<file path="src/rtl/pipeline_subtractor_32bit.sv">
// Byte-sliced pipelined subtractor: one lane per stage, borrow rippled through stage registers,
// results deskewed into a single output register behind a valid/ready handshake.
module pipeline_subtractor_32bit #(
    parameter int unsigned LANE_W = 8,
    parameter int unsigned LANES  = 4
) (
    input  logic                      clk,
    input  logic                      reset,
    input  logic                      in_valid,
    output logic                      in_ready,
    input  logic [LANE_W*LANES-1:0]   a,
    input  logic [LANE_W*LANES-1:0]   b,
    input  logic                      bin,
    output logic                      out_valid,
    input  logic                      out_ready,
    output logic [LANE_W*LANES-1:0]   diff,
    output logic                      bout,
    output logic                      ovf
);

    localparam int unsigned W = LANE_W * LANES;

    logic en;

    // Stage registers: operands delayed alongside the partially built difference.
    logic [W-1:0]   st_a  [LANES];
    logic [W-1:0]   st_b  [LANES];
    logic [W-1:0]   st_d  [LANES];
    logic           st_bo [LANES];
    logic           st_v  [LANES];

    // Stage inputs: stage 0 is fed from the ports, stage k from stage k-1.
    logic [W-1:0]   src_a  [LANES];
    logic [W-1:0]   src_b  [LANES];
    logic [W-1:0]   src_d  [LANES];
    logic           src_bi [LANES];
    logic           src_v  [LANES];

    logic [LANE_W:0] lane [LANES];
    logic [W-1:0]    nx_d [LANES];

    assign en       = !out_valid || out_ready;
    assign in_ready = en;

    always_comb begin
        src_a[0]  = a;
        src_b[0]  = b;
        src_d[0]  = '0;
        src_bi[0] = bin;
        src_v[0]  = in_valid;
        for (int unsigned k = 1; k < LANES; k++) begin
            src_a[k]  = st_a[k-1];
            src_b[k]  = st_b[k-1];
            src_d[k]  = st_d[k-1];
            src_bi[k] = st_bo[k-1];
            src_v[k]  = st_v[k-1];
        end
    end

    // Each stage subtracts its own lane; bit LANE_W of the widened result is the borrow-out.
    always_comb begin
        for (int unsigned k = 0; k < LANES; k++) begin
            lane[k] = {1'b0, src_a[k][k*LANE_W +: LANE_W]}
                    - {1'b0, src_b[k][k*LANE_W +: LANE_W]}
                    - (LANE_W+1)'(src_bi[k]);
            nx_d[k] = src_d[k];
            nx_d[k][k*LANE_W +: LANE_W] = lane[k][LANE_W-1:0];
        end
    end

    always_ff @(posedge clk) begin
        if (reset) begin
            for (int unsigned k = 0; k < LANES; k++) begin
                st_a[k]  <= '0;
                st_b[k]  <= '0;
                st_d[k]  <= '0;
                st_bo[k] <= 1'b0;
                st_v[k]  <= 1'b0;
            end
        end else if (en) begin
            for (int unsigned k = 0; k < LANES; k++) begin
                st_a[k]  <= src_a[k];
                st_b[k]  <= src_b[k];
                st_d[k]  <= nx_d[k];
                st_bo[k] <= lane[k][LANE_W];
                st_v[k]  <= src_v[k];
            end
        end
    end

    // Output register only reloads on a valid slot, so data persists once out_valid drops.
    always_ff @(posedge clk) begin
        if (reset) begin
            out_valid <= 1'b0;
            diff      <= '0;
            bout      <= 1'b0;
            ovf       <= 1'b0;
        end else if (en) begin
            out_valid <= st_v[LANES-1];
            if (st_v[LANES-1]) begin
                diff <= st_d[LANES-1];
                bout <= st_bo[LANES-1];
                ovf  <= (st_a[LANES-1][W-1] != st_b[LANES-1][W-1])
                     && (st_d[LANES-1][W-1] != st_a[LANES-1][W-1]);
            end
        end
    end

endmodule
</file>
<file path="config.mk">
export PLATFORM = sky130hd
export DESIGN_NAME = pipeline_subtractor_32bit
export DESIGN_NICKNAME = d
export VERILOG_FILES = /design/src/rtl/pipeline_subtractor_32bit.sv
export SDC_FILE = /design/constraint.sdc
export NUM_CORES = 1
export LEC_CHECK = 0
export CAP_MARGIN = 20
export CORE_MARGIN = 4
export CORE_UTILIZATION = 45
export DETAILED_ROUTE_END_ITERATION = 8
export GPL_ROUTABILITY_DRIVEN = 1
export GPL_TIMING_DRIVEN = 0
export PLACE_DENSITY = 0.74
export RECOVER_POWER = 100
export REMOVE_ABC_BUFFERS = 1
export SKIP_CTS_REPAIR_TIMING = 1
export SKIP_LAST_GASP = 1
export SYNTH_ARGS = -nofsm -noshare
export SYNTH_HDL_FRONTEND = slang
export SYNTH_SLANG_ARGS = --single-unit
export TNS_END_PERCENT = 30
</file>
<file path="constraint.sdc">
create_clock -name clk -period 7.7 [get_ports clk]
set_input_delay 1.925 -clock clk [delete_from_list [all_inputs] [get_ports clk]]
set_output_delay 1.925 -clock clk [all_outputs]
set_load 0.01 [all_outputs]
</file>
# Word-level counts from Yosys, hierarchy flattened
# Memory sizes are Yosys's and may differ from the RTL's. A register that Yosys moved wholly into a read port is not among the register bits.
# Cells that the tools add are included.
# Widths: inputs -> output; s select.
[op_classes]
n_eq_ne = 2
add_sub_neg = 8
bitwise_logic = 20
reduce_logical = 4
muxes = 25
[op_table]
columns = ["op", "n"]
rows = [
  ["$mux 32", 12],
  ["$sub 8x8->9", 4],
  ["$sub 9x1->9", 4],
  ["$or 1x1->1", 20],
  ["$mux 1", 13],
  ["$ne 1x1->1", 2],
  ["$reduce_and 2->1", 1],
  ["$logic_and 1x1->1", 1],
  ["$logic_not 1->1", 1],
  ["$logic_or 1x1->1", 1],
]
[totals]
word_cells = 67
memories = 5
ramBits = 392
out_inout_bits = 36
register_bits = 34
in_bits = 69
[memory_table]
columns = ["memory", "words", "width", "read_ports", "rd_ports_with_merged_regs", "write_ports", "line_no", "source"]
rows = [
  ["st_a", 4, 32, 4, 0, 4, "26", "logic [W-1:0] st_a [LANES];"],
  ["st_b", 4, 32, 4, 0, 4, "27", "logic [W-1:0] st_b [LANES];"],
  ["st_d", 4, 32, 4, 0, 4, "28", "logic [W-1:0] st_d [LANES];"],
  ["st_bo", 4, 1, 4, 1, 4, "29", "logic st_bo [LANES];"],
  ["st_v", 4, 1, 4, 0, 4, "30", "logic st_v [LANES];"],
]

# Logic depth before layout (Yosys ltp)
# Gate-level depths: netlist of the first run.
[depth]
ltp_word = 6
ltp_mapped = 8
depth_no_buf = 8

# Worst setup path before layout of the first run
# No wires, ideal clock.
[synth_timing]
path_type = "input -> register"
start = "input reset"
end = "memory st_a[0][10] (netlist name) (enable)"
t_arrival_ps = 6869
path_slack_ps = 251
path_buffers = 2
setup_ps = 580
t_required_ps = 7120
path_stages = 3
cell_sequence = "buf_2 -> buf_2 -> nand2b_1"
[synth_lines]
columns = ["element", "line_no", "source"]
rows = [
  ["from (decl)", "8", "input logic reset,"],
  ["to (decl)", "26", ""],
]

# Worst setup path in the final report of the first run
[layout_timing]
start = "input out_ready"
end = "output in_ready"
[layout_between]
elab_chain_cells = 1
[layout_lines]
columns = ["element", "line_no", "source"]
rows = [
  ["from (decl)", "15", "input logic out_ready,"],
  ["$logic_or 1x1->1", "42", "assign en = !out_valid || out_ready;"],
  ["to (decl)", "10", "output logic in_ready,"],
]
# Every way passes these cells.

==> key figures, run 1 <==
Placed design
  – Dpl cell area: 11,700 sq um
  – I/O Buffers: 104
  – Placer Congestion: 0.827
  – HPWL Detailed: 10,500 um
  – Pre-CTS setup slack: 2300 ps
  – Placed insts: 1,202

Global routing
  – Pin count of the biggest net entering global routing: 72
  – Antenna violations before repair: 0
  – Total GRT Usage: 12.7%
  – Vias in the first global route: 5,786
  – GR Overflow Total: 0
  – Global-route wire length before repair: 27,200 um

Pwr
  – P_leak: 5.10 nW
  – Tot Pwr: 2.85 mW
  – PwrDens: 230 nW/um^2
  – VDD IR max: 0.161 mV

Hold path
  – Min-delay src: diff[31]
  – Hold EP: diff[31]
  – Worst min path class: reg -> reg
  – Worst hold stages: 2

Timing
  – Clk_skew: 6.96 ps
  – Worst slew pin tran: 2780 ps
  – Slew Limit Headroom: -85.1%
  – TNS Setup: 0 ps
  – Final setup vio count: 0
  – Highest Clock Rate: 0.163 GHz
  – Tmin final: 6140 ps
  – RSZ-0062 raised after global routing: false
  – Fin. max-slew vios: 151
  – Worst Slack Setup Final: 1560 ps
  – Final Hold Fails: 0
  – Tcrit/Tclk final: 79.7%
  – Final hold slack: 450 ps

Run
  – MaxCap Viol Count: 3

Logic synthesis
  – XOR/XNOR Fraction of Synth Area: 0.675%
  – Cell taking the most area after synthesis: edfxtp_1
  – Compound-Gate Fraction of Synth Area: 7.50%
  – Simple-Gate Fraction of Synth Area: 16.7%
  – Asr flop ratio synth: 0%
  – Post-synth top area share: 53.8%
  – Dominant synthesized flop cell: edfxtp_1
  – Mux cell area share after synthesis: 0.579%
  – Synth Register Bits: 221
  – Mean post-synth cell area: 12.4 sq um
  – Most frequent cells after synthesis: 186 x edfxtp_1, 153 x and2_1, 91 x inv_1, 65 x nand2_1, 56 x ha_1
  – Unique cell type count in the Yosys netlist: 53
  – Synth warnings: 0
  – Seq/Total Area, Yosys: 60.6%
  – Syn Inst Count: 839
  – Post-synth EDFFs: 186
  – Most frequent cell after synthesis: edfxtp_1
  – Largest family of logic cells by synthesized area: simple AND/OR/NAND/NOR gates
  – Cell area after synthesis: 10,400 sq um
  – Most area-consuming cells after synthesis: edfxtp_1 54%, and2_1 9.2%, dfxtp_1 6.8%
  – Share of synthesized cell area in full adder, half adder and majority cells: 8.30%

Floorplanning
  – Die Width: 160 um
  – Initial Util: 45.8%
  – Core Box Area: 22,600 sq um
  – Row count: 55
  – Io pins: 105
  – Die area: 25,600 sq um
  – Die height: 160 um

Clock tree
  – CTS tree: built
  – Clock root cell: clkbuf_16
  – CTS sink count: 221
  – CTS buffer count: 24
  – Clk Latency, worst-skew pair: 510 ps
  – Clock slew at reported path FFs: 60 ps
  – Clock buffer depth: 3
  – # H-tree levels: 1

Setup path
  – Most used cell, CP: dlygate4sd3_1
  – Kind of critical path: in -> out
  – R2R Path End: st_d[3][25]
  – Worst EP required: 5780 ps
  – WP buf/inv: 3
  – R2R setup slack: 3290 ps
  – Crit-path max FO: 10
  – Max incr delay on CP: 1100 ps
  – R2R depth: 3
  – Stages on the worst setup path: 4
  – Element type at the critical path end: output port
  – Slowest cell on the critical path: nor2b_1
  – Worst EP arrival: 4210 ps
  – Critical path, cell by cell: dlygate4sd3_1 -> nor2b_1 -> inv_6 -> dlygate4sd3_1
  – Top delay family on crit path: buffers and inverters
  – Startpoint types: input pin
  – Critical R2R Launch: out_valid

Layout
  – Multi-input logic area: 3450 sq um
  – Fill count: 1,911
  – Area growth syn-to-layout: 19.3%
  – Fin area: 12,400 sq um
  – Fin cells: 1,246
  – Fraction of layout cells with a size suffix above 1: 9.26%
  – Final #Nets: 1,076
  – Register area: 6290 sq um
  – Post-layout util: 54.7%
  – Ant. Diodes: 0

Drt
  – Via count: 6,029
  – Drt drc: 0
  – WL final: 16,300 um
  – Post-route ant nets: 0
  – DR WL/cell: 13.1 um
  – DRT Pass-1 Iters: 4
  – Vias per inst: 4.84
  – DRT iter0 DRCs: 264

Status
  – Status: finished with violations
  – Failing checks: max-capacitance violations, max-slew violations
-- per-layer routing --
layer | global-route usage (%) | routed length, um | up-vias
met1 | 15.6 | 7050 | 2822
met4 | 3.48 | 338 | 0
met3 | 2.79 | 793 | 26
li1 | - | - | 3065
met2 | 22.5 | 8120 | 116
met5 | 0 | 0 | -
-- power by group --
part	leakage [nW]	switching, mW	internal, mW
clock network	0.382	0.444	0.683
registers	2.48	0.0206	1.39
logic	2.24	0.161	0.157
-- cell families after synthesis --
group	Yosys count
simple gates	309
flops	221
buf+inv	125
compound gates	106
fa+ha+maj	64
xor+xnor	8
mux	6
-- cell usage in the layout, fill, tap and decap left out, types with 8 or more instances in the layout --
cell type / instances
clkbuf_1: 11
clkdlybuf4s50_1: 66
a21oi_2: 22
o21a_1: 8
nand2_2: 20
nand2_1: 66
dfxtp_1: 35
ha_1: 56
or3_1: 10
a21oi_1: 27
dlygate4sd3_1: 37
nand2b_1: 8
and2_0: 61
edfxtp_1: 186
clkbuf_16: 25
nor2_1: 23
nor3_1: 11
inv_1: 91
and2_1: 92
fa_1: 8
o21ai_0: 16
-- worst register-to-register path: stages, from the launching register on --
cell and delay [ps]:
dfxtp_1 320, nor2b_1 1110, nand2b_1 1870, buf_16 770
-- flip-flops by register name (all words and copies together) (netlist names) --
| name | count |
|---|---|
| bout | 1 |
| diff | 32 |
| out_valid | 1 |
| ovf | 1 |
| st_a | 49 |
| st_b | 49 |
| st_bo | 4 |
| st_d | 80 |
| st_v | 4 |
-- how the worst max path moves through the flow --
stage	startpoint	slack, ps	endpoint
after floorplan	reset	730	st_a[0][10]
after global placement	reset	-3330	st_v[3]
after detailed placement	out_ready	2300	in_ready
after CTS	out_ready	2300	in_ready
after global routing	out_ready	1230	st_d[1][15]
final	out_ready	1560	in_ready
-- layout make-up --
cell class	count	area share, %
inverters	92	2.83
flip-flops and latches	221	50.8
well taps	285	2.88
clock inverters	8	0.758
repair buffers	111	9.36
multi-input cells	493	27.8
clock buffers	36	5.55
Note: power is estimated with default switching activity, not from simulation.
==> run 2, diff against run 1 <==
==> constraint.sdc (replaced) <==
create_clock -name clk -period 5.3 [get_ports clk]
set_input_delay 1.325 -clock clk [delete_from_list [all_inputs] [get_ports clk]]
set_output_delay 1.325 -clock clk [all_outputs]
set_load 0.01 [all_outputs]
==> run 2 against run 1 <==
  * The flow still finishes with violations (max-capacitance violations, max-slew violations)
  * Sequential share of layout area fell by 0.082 points
  * Design area up 0.16%
  * Critical path depth unchanged
  * Clock-buffer cell count did not move
  * First-iteration DRC count is 0.38% lower
  * Total power is 45% higher
  * Final cell count is the same
  * Critical path type unchanged
==> key figures, run 2 (same netlist as run 1, synthesis figures left out) <==
Pwr
  – PwrDens: 334 nW/um^2
  – Sw Ratio: 21.9%
  – Tot Pwr: 4.15 mW
  – Seq pwr share: 49.3%
  – P_leak: 5.12 nW
  – Clock network power share: 39.5%
  – P_int: 3.24 mW
  – Net Sw Power: 0.909 mW
  – VDD IR max: 0.235 mV
  – Gate power share: 11.2%

Clock tree
  – Clock buffer depth: 3
  – Clock slew at reported path FFs: 60 ps
  – CTS buffer count: 24
  – # H-tree levels: 1
  – CTS tree: built
  – CTS sink count: 221
  – Clock root cell: clkbuf_16
  – Clk Latency, worst-skew pair: 510 ps

Drt
  – Via count: 6,023
  – Drt drc: 0
  – Vias per inst: 4.83
  – DRT Pass-1 Iters: 4
  – DR WL/cell: 13.0 um
  – DRT iter0 DRCs: 263
  – WL final: 16,300 um
  – Post-route ant nets: 0

Timing
  – Fin. max-slew vios: 86
  – Clk_skew: 6.86 ps
  – Worst slew pin tran: 2780 ps
  – Final hold slack: 450 ps
  – Final setup vio count: 0
  – Tcrit/Tclk final: 85.5%
  – RSZ-0062 raised after global routing: false
  – Highest Clock Rate: 0.221 GHz
  – Slew Limit Headroom: -85.4%
  – Tmin final: 4530 ps
  – Final Hold Fails: 0
  – Worst Slack Setup Final: 766 ps

Global routing
  – Global-route wire length before repair: 27,200 um
  – Total GRT Usage: 12.7%
  – Vias in the first global route: 5,786
  – Pin count of the biggest net entering global routing: 72
  – Antenna violations before repair: 0
  – GR Overflow Total: 0

Setup path
  – Max incr delay on CP: 650 ps
  – Worst EP required: 3970 ps
  – Most used cell, CP: dlygate4sd3_1
  – Startpoint types: input pin
  – Kind of critical path: in -> out
  – R2R setup slack: 1980 ps
  – Critical R2R Launch: out_valid
  – WP buf/inv: 3
  – R2R Path End: st_d[3][25]
  – Critical path, cell by cell: dlygate4sd3_1 -> nor2b_4 -> clkinvlp_2 -> dlygate4sd3_1
  – R2R depth: 3
  – Crit-path max FO: 10
  – Worst EP arrival: 3210 ps
  – Top delay family on crit path: buffers and inverters
  – Stages on the worst setup path: 4
  – Element type at the critical path end: output port
  – Slowest cell on the critical path: dlygate4sd3_1

Layout
  – Post-layout util: 54.8%
  – Most frequent cells in the layout: 186 x edfxtp_1, 109 x and2_1, 91 x inv_1
  – Top reg by flops: st_d
  – Ant. Diodes: 0
  – Area growth syn-to-layout: 19.5%
  – Most common cell after layout, fill and taps aside: edfxtp_1
  – Final #Nets: 1,076
  – Fraction of layout cells with a size suffix above 1: 9.47%
  – Fin area: 12,400 sq um
  – Biggest regs: st_d: 80 flops, st_a: 49 flops, st_b: 49 flops
  – Max reg flops: 80

Placed design
  – Pre-CTS setup slack: 1100 ps
  – Placer Congestion: 0.827
  – HPWL Detailed: 10,500 um
  – Dpl cell area: 11,700 sq um
  – I/O Buffers: 104

Run
  – MaxCap Viol Count: 2

Floorplanning
  – Io pins: 105
  – Core Box Area: 22,600 sq um
  – Die area: 25,600 sq um
  – Die height: 160 um
  – Row count: 55
  – Initial Util: 45.8%
  – Die Width: 160 um

Hold path
  – Hold EP: diff[31]
  – Min-delay src: diff[31]
  – Worst hold stages: 2
  – Worst min path class: reg -> reg

Status
  – Status: finished with violations
  – Failing checks: max-capacitance violations, max-slew violations
## run 2: cell types whose count changed in the layout (fill, tap and decap cells not counted)
cell        change
clkinvlp_2      +1
clkbuf_1        -1
and2_0         -17
nor2b_1         -1
nor2b_4         +1
and2_1         +17
inv_6           -1
buf_12          +1
## run 2: tightest hold or removal path, delay by kind of cell, from the launching register on
| kind | cells | cell delay, ps |
|---|---|---|
| AO/OA/AOI/OAI | 1 | 50 |
| flip-flops | 1 | 300 |
| AND/OR/NAND/NOR | 1 | 50 |
## run 2: power groups by stage
| stage | combinational (mW) | clock, mW | sequential [mW] |
|---|---|---|---|
| after global routing | 0.529 | 1.76 | 2.06 |
| after detailed placement | 0.472 | 0 | 2.08 |
| after floorplan | 0.322 | 0 | 2.08 |
| after CTS | 0.476 | 1.69 | 2.05 |
| after global placement | 0.446 | 0 | 2.08 |
| final | 0.463 | 1.64 | 2.05 |
## run 2: worst max-delay path by stage
stage | slack [ps] | end | from
after global placement | -5130 | st_v[3] | reset
after CTS | 1100 | in_ready | out_ready
after detailed placement | 1100 | in_ready | out_ready
final | 770 | in_ready | out_ready
after floorplan | -1070 | st_a[0][10] | reset
after global routing | 630 | in_ready | out_ready
## run 2: final cells by class
cell class | instances | area [sq um]
Clock buffer | 36 | 687
Clock inverter | 8 | 93.8
Fill cell | 1911 | 10200
Inverter | 92 | 347
Multi-Input combinational cell | 493 | 3450
Sequential cell | 221 | 6290
Tap cell | 285 | 357
Timing Repair Buffer | 111 | 1170
## run 2: layer usage
layer	global-route usage, %	up-vias	routed length [um]	part of all wire, %
met1	15.6	2808	6860	42
li1	-	3064	-	-
met3	2.79	26	942	5.8
met4	3.48	0	340	2.1
met5	0	-	0	0
met2	22.5	125	8100	50
## run 2: through the flow
step	setup TNS [ps]	std cells
4_1_cts	0	1246
6_report	0	1246
2_1_floorplan	-199300	806
5_1_grt	0	1246
3_3_place_gp	-958500	1195
3_5_place_dp	0	1202
==> run 3, diff against run 2 <==
--- a/config.mk
+++ b/config.mk
@@ -8,10 +8,11 @@
 export CAP_MARGIN = 20
 export CORE_MARGIN = 4
 export CORE_UTILIZATION = 45
+export CTS_BUF_LIST = sky130_fd_sc_hd__clkbuf_8
 export DETAILED_ROUTE_END_ITERATION = 8
 export GPL_ROUTABILITY_DRIVEN = 1
 export GPL_TIMING_DRIVEN = 0
-export PLACE_DENSITY = 0.74
+export PLACE_DENSITY = 0.77
 export RECOVER_POWER = 100
 export REMOVE_ABC_BUFFERS = 1
 export SKIP_CTS_REPAIR_TIMING = 1
==> run 3 against run 2 <==
  * Total power down 4.4%
  * Design area fell by 1.1%
  * The flow still finishes with violations (max-capacitance violations, max-slew violations)
  * Sequential share of layout area grew 0.54 points
  * Global-route usage is 0.28 points higher
  * Critical path depth did not move
  * Die area is the same
  * Critical endpoint unchanged
  * Clock skew is 5.1 ps higher
==> key figures, run 3 (same netlist as run 1, synthesis figures left out) <==
Layout
  – Max reg flops: 80
  – Most common cell after layout, fill and taps aside: edfxtp_1
  – Fraction of layout cells with a size suffix above 1: 10.4%
  – Ant. Diodes: 0
  – Final #Nets: 1,089
  – Area growth syn-to-layout: 18.2%
  – Top reg by flops: st_d
  – Fin area: 12,300 sq um
  – Most frequent cells in the layout: 186 x edfxtp_1, 108 x inv_1, 93 x and2_1
  – Biggest regs: st_d: 80 flops, st_a: 49 flops, st_b: 49 flops

Timing
  – Fin. max-slew vios: 90
  – RSZ-0062 raised after global routing: false
  – Final setup vio count: 0
  – TNS Setup: 0 ps
  – Highest Clock Rate: 0.223 GHz
  – Final hold slack: 450 ps
  – Tcrit/Tclk final: 84.6%
  – Final Hold Fails: 0
  – Tmin final: 4490 ps
  – Worst Slack Setup Final: 814 ps
  – Worst slew pin tran: 2680 ps
  – Slew Limit Headroom: -79.1%
  – Clk_skew: 12.0 ps

Floorplanning
  – Die height: 160 um
  – Die area: 25,600 sq um
  – Row count: 55
  – Initial Util: 45.8%
  – Die Width: 160 um
  – Io pins: 105
  – Core Box Area: 22,600 sq um

Placed design
  – Pre-CTS setup slack: 1160 ps
  – Placer Congestion: 0.854
  – I/O Buffers: 104
  – Dpl cell area: 11,700 sq um
  – HPWL Detailed: 10,800 um

Clock tree
  – CTS sink count: 221
  – Clock buffer depth: 3
  – CTS buffer count: 38
  – # H-tree levels: 2
  – CTS tree: built
  – Clock root cell: clkbuf_8
  – Clk Latency, worst-skew pair: 500 ps
  – Clock slew at reported path FFs: 60 ps

Hold path
  – Hold EP: diff[30]
  – Min-delay src: diff[30]
  – Worst min path class: reg -> reg
  – Worst hold stages: 2

Pwr
  – Tot Pwr: 3.96 mW
  – VDD IR max: 0.175 mV
  – PwrDens: 323 nW/um^2
  – P_leak: 5.13 nW

Setup path
  – Critical R2R Launch: out_valid
  – R2R depth: 5
  – Max incr delay on CP: 650 ps
  – Worst EP arrival: 3160 ps
  – R2R Path End: st_bo[2]
  – Worst EP required: 3970 ps
  – Critical path, cell by cell: dlygate4sd3_1 -> nor2b_4 -> clkinvlp_2 -> dlygate4sd3_1
  – Element type at the critical path end: output port
  – R2R setup slack: 2080 ps
  – Crit-path max FO: 10
  – Slowest cell on the critical path: dlygate4sd3_1
  – Startpoint types: input pin
  – Kind of critical path: in -> out
  – Most used cell, CP: dlygate4sd3_1

Global routing
  – Global-route wire length before repair: 27,600 um
  – Vias in the first global route: 6,045
  – GR met2 Demand/Resource: 23.4%
  – Top Usage Layer GRT: met2
  – GRT met1 Usage: 15.0%
  – Total GRT Usage: 12.9%
  – GR Overflow Total: 0
  – Antenna violations before repair: 0
  – Pin count of the biggest net entering global routing: 91
  – Met3 usage: 2.89%

Drt
  – DRT Pass-1 Iters: 4
  – Post-route ant nets: 0
  – DRT iter0 DRCs: 308
  – DR WL/cell: 12.9 um
  – Via count: 6,125
  – WL final: 16,400 um
  – Drt drc: 0
  – Vias per inst: 4.82

Status
  – Status: finished with violations
  – Failing checks: max-capacitance violations, max-slew violations

Run
  – MaxCap Viol Count: 1
[run 3: cell types whose count changed in the layout (fill, tap and decap cells not counted), moves of 2 or more]
cell / before / now
and2_0: 44 / 60
a21oi_1: 27 / 29
a21oi_2: 22 / 20
clkinv_1: 0 / 4
and2_1: 109 / 93
inv_1: 91 / 108
clkbuf_16: 25 / 0
clkbuf_1: 10 / 1
clkbuf_2: 0 / 4
buf_12: 4 / 2
clkbuf_8: 2 / 44
buf_16: 2 / 0
[run 3: final cells by class]
type / instances / area (sq um)
repair buffers: 110 / 1090
multi-input cells: 493 / 3450
clock inverters: 26 / 129
inverters: 92 / 347
flip-flops and latches: 221 / 6290
clock buffers: 44 / 606
well taps: 285 / 357
fillers: 1907 / 10400
[run 3: critical path, delay by kind of cell]
family | cells | cell delay [ps]
buffers and inverters | 3 | 1480
AND/OR/NAND/NOR | 1 | 350
[run 3: per-stage QoR]
stage	instances	utilization (%)
after floorplan	806	-
final	1271	54.2
after CTS	1271	54.8
after global routing	1271	54.2
after global placement	1195	51.0
after detailed placement	1201	51.6
[run 3: power breakdown]
| group | switching [mW] | total (mW) | internal, mW | leakage [nW] |
|---|---|---|---|---|
| registers | 0.0316 | 2.05 | 2.02 | 2.48 |
| logic | 0.232 | 0.458 | 0.226 | 2.21 |
| clock network | 0.653 | 1.46 | 0.805 | 0.443 |
| total | 0.917 | 3.96 | 3.05 | 5.13 |
[run 3: how the worst max path moves through the flow]
stage,to,start,slack [ps],cells past startpoint
CTS,in_ready,out_ready,1140,4
floorplan,st_a[0][10],reset,-1070,1
detailed placement,in_ready,out_ready,1160,4
global placement,st_a[1][29],reset,-5160,2
global route,st_bo[2],reset,620,6
finish,in_ready,out_ready,810,4
[run 3: layer usage]
layer  routed length, um  part of all wire, %
met1                6940                   42
met2                8290                   50
met3                 791                  4.8
met4                 405                  2.5
met5                   0                    0
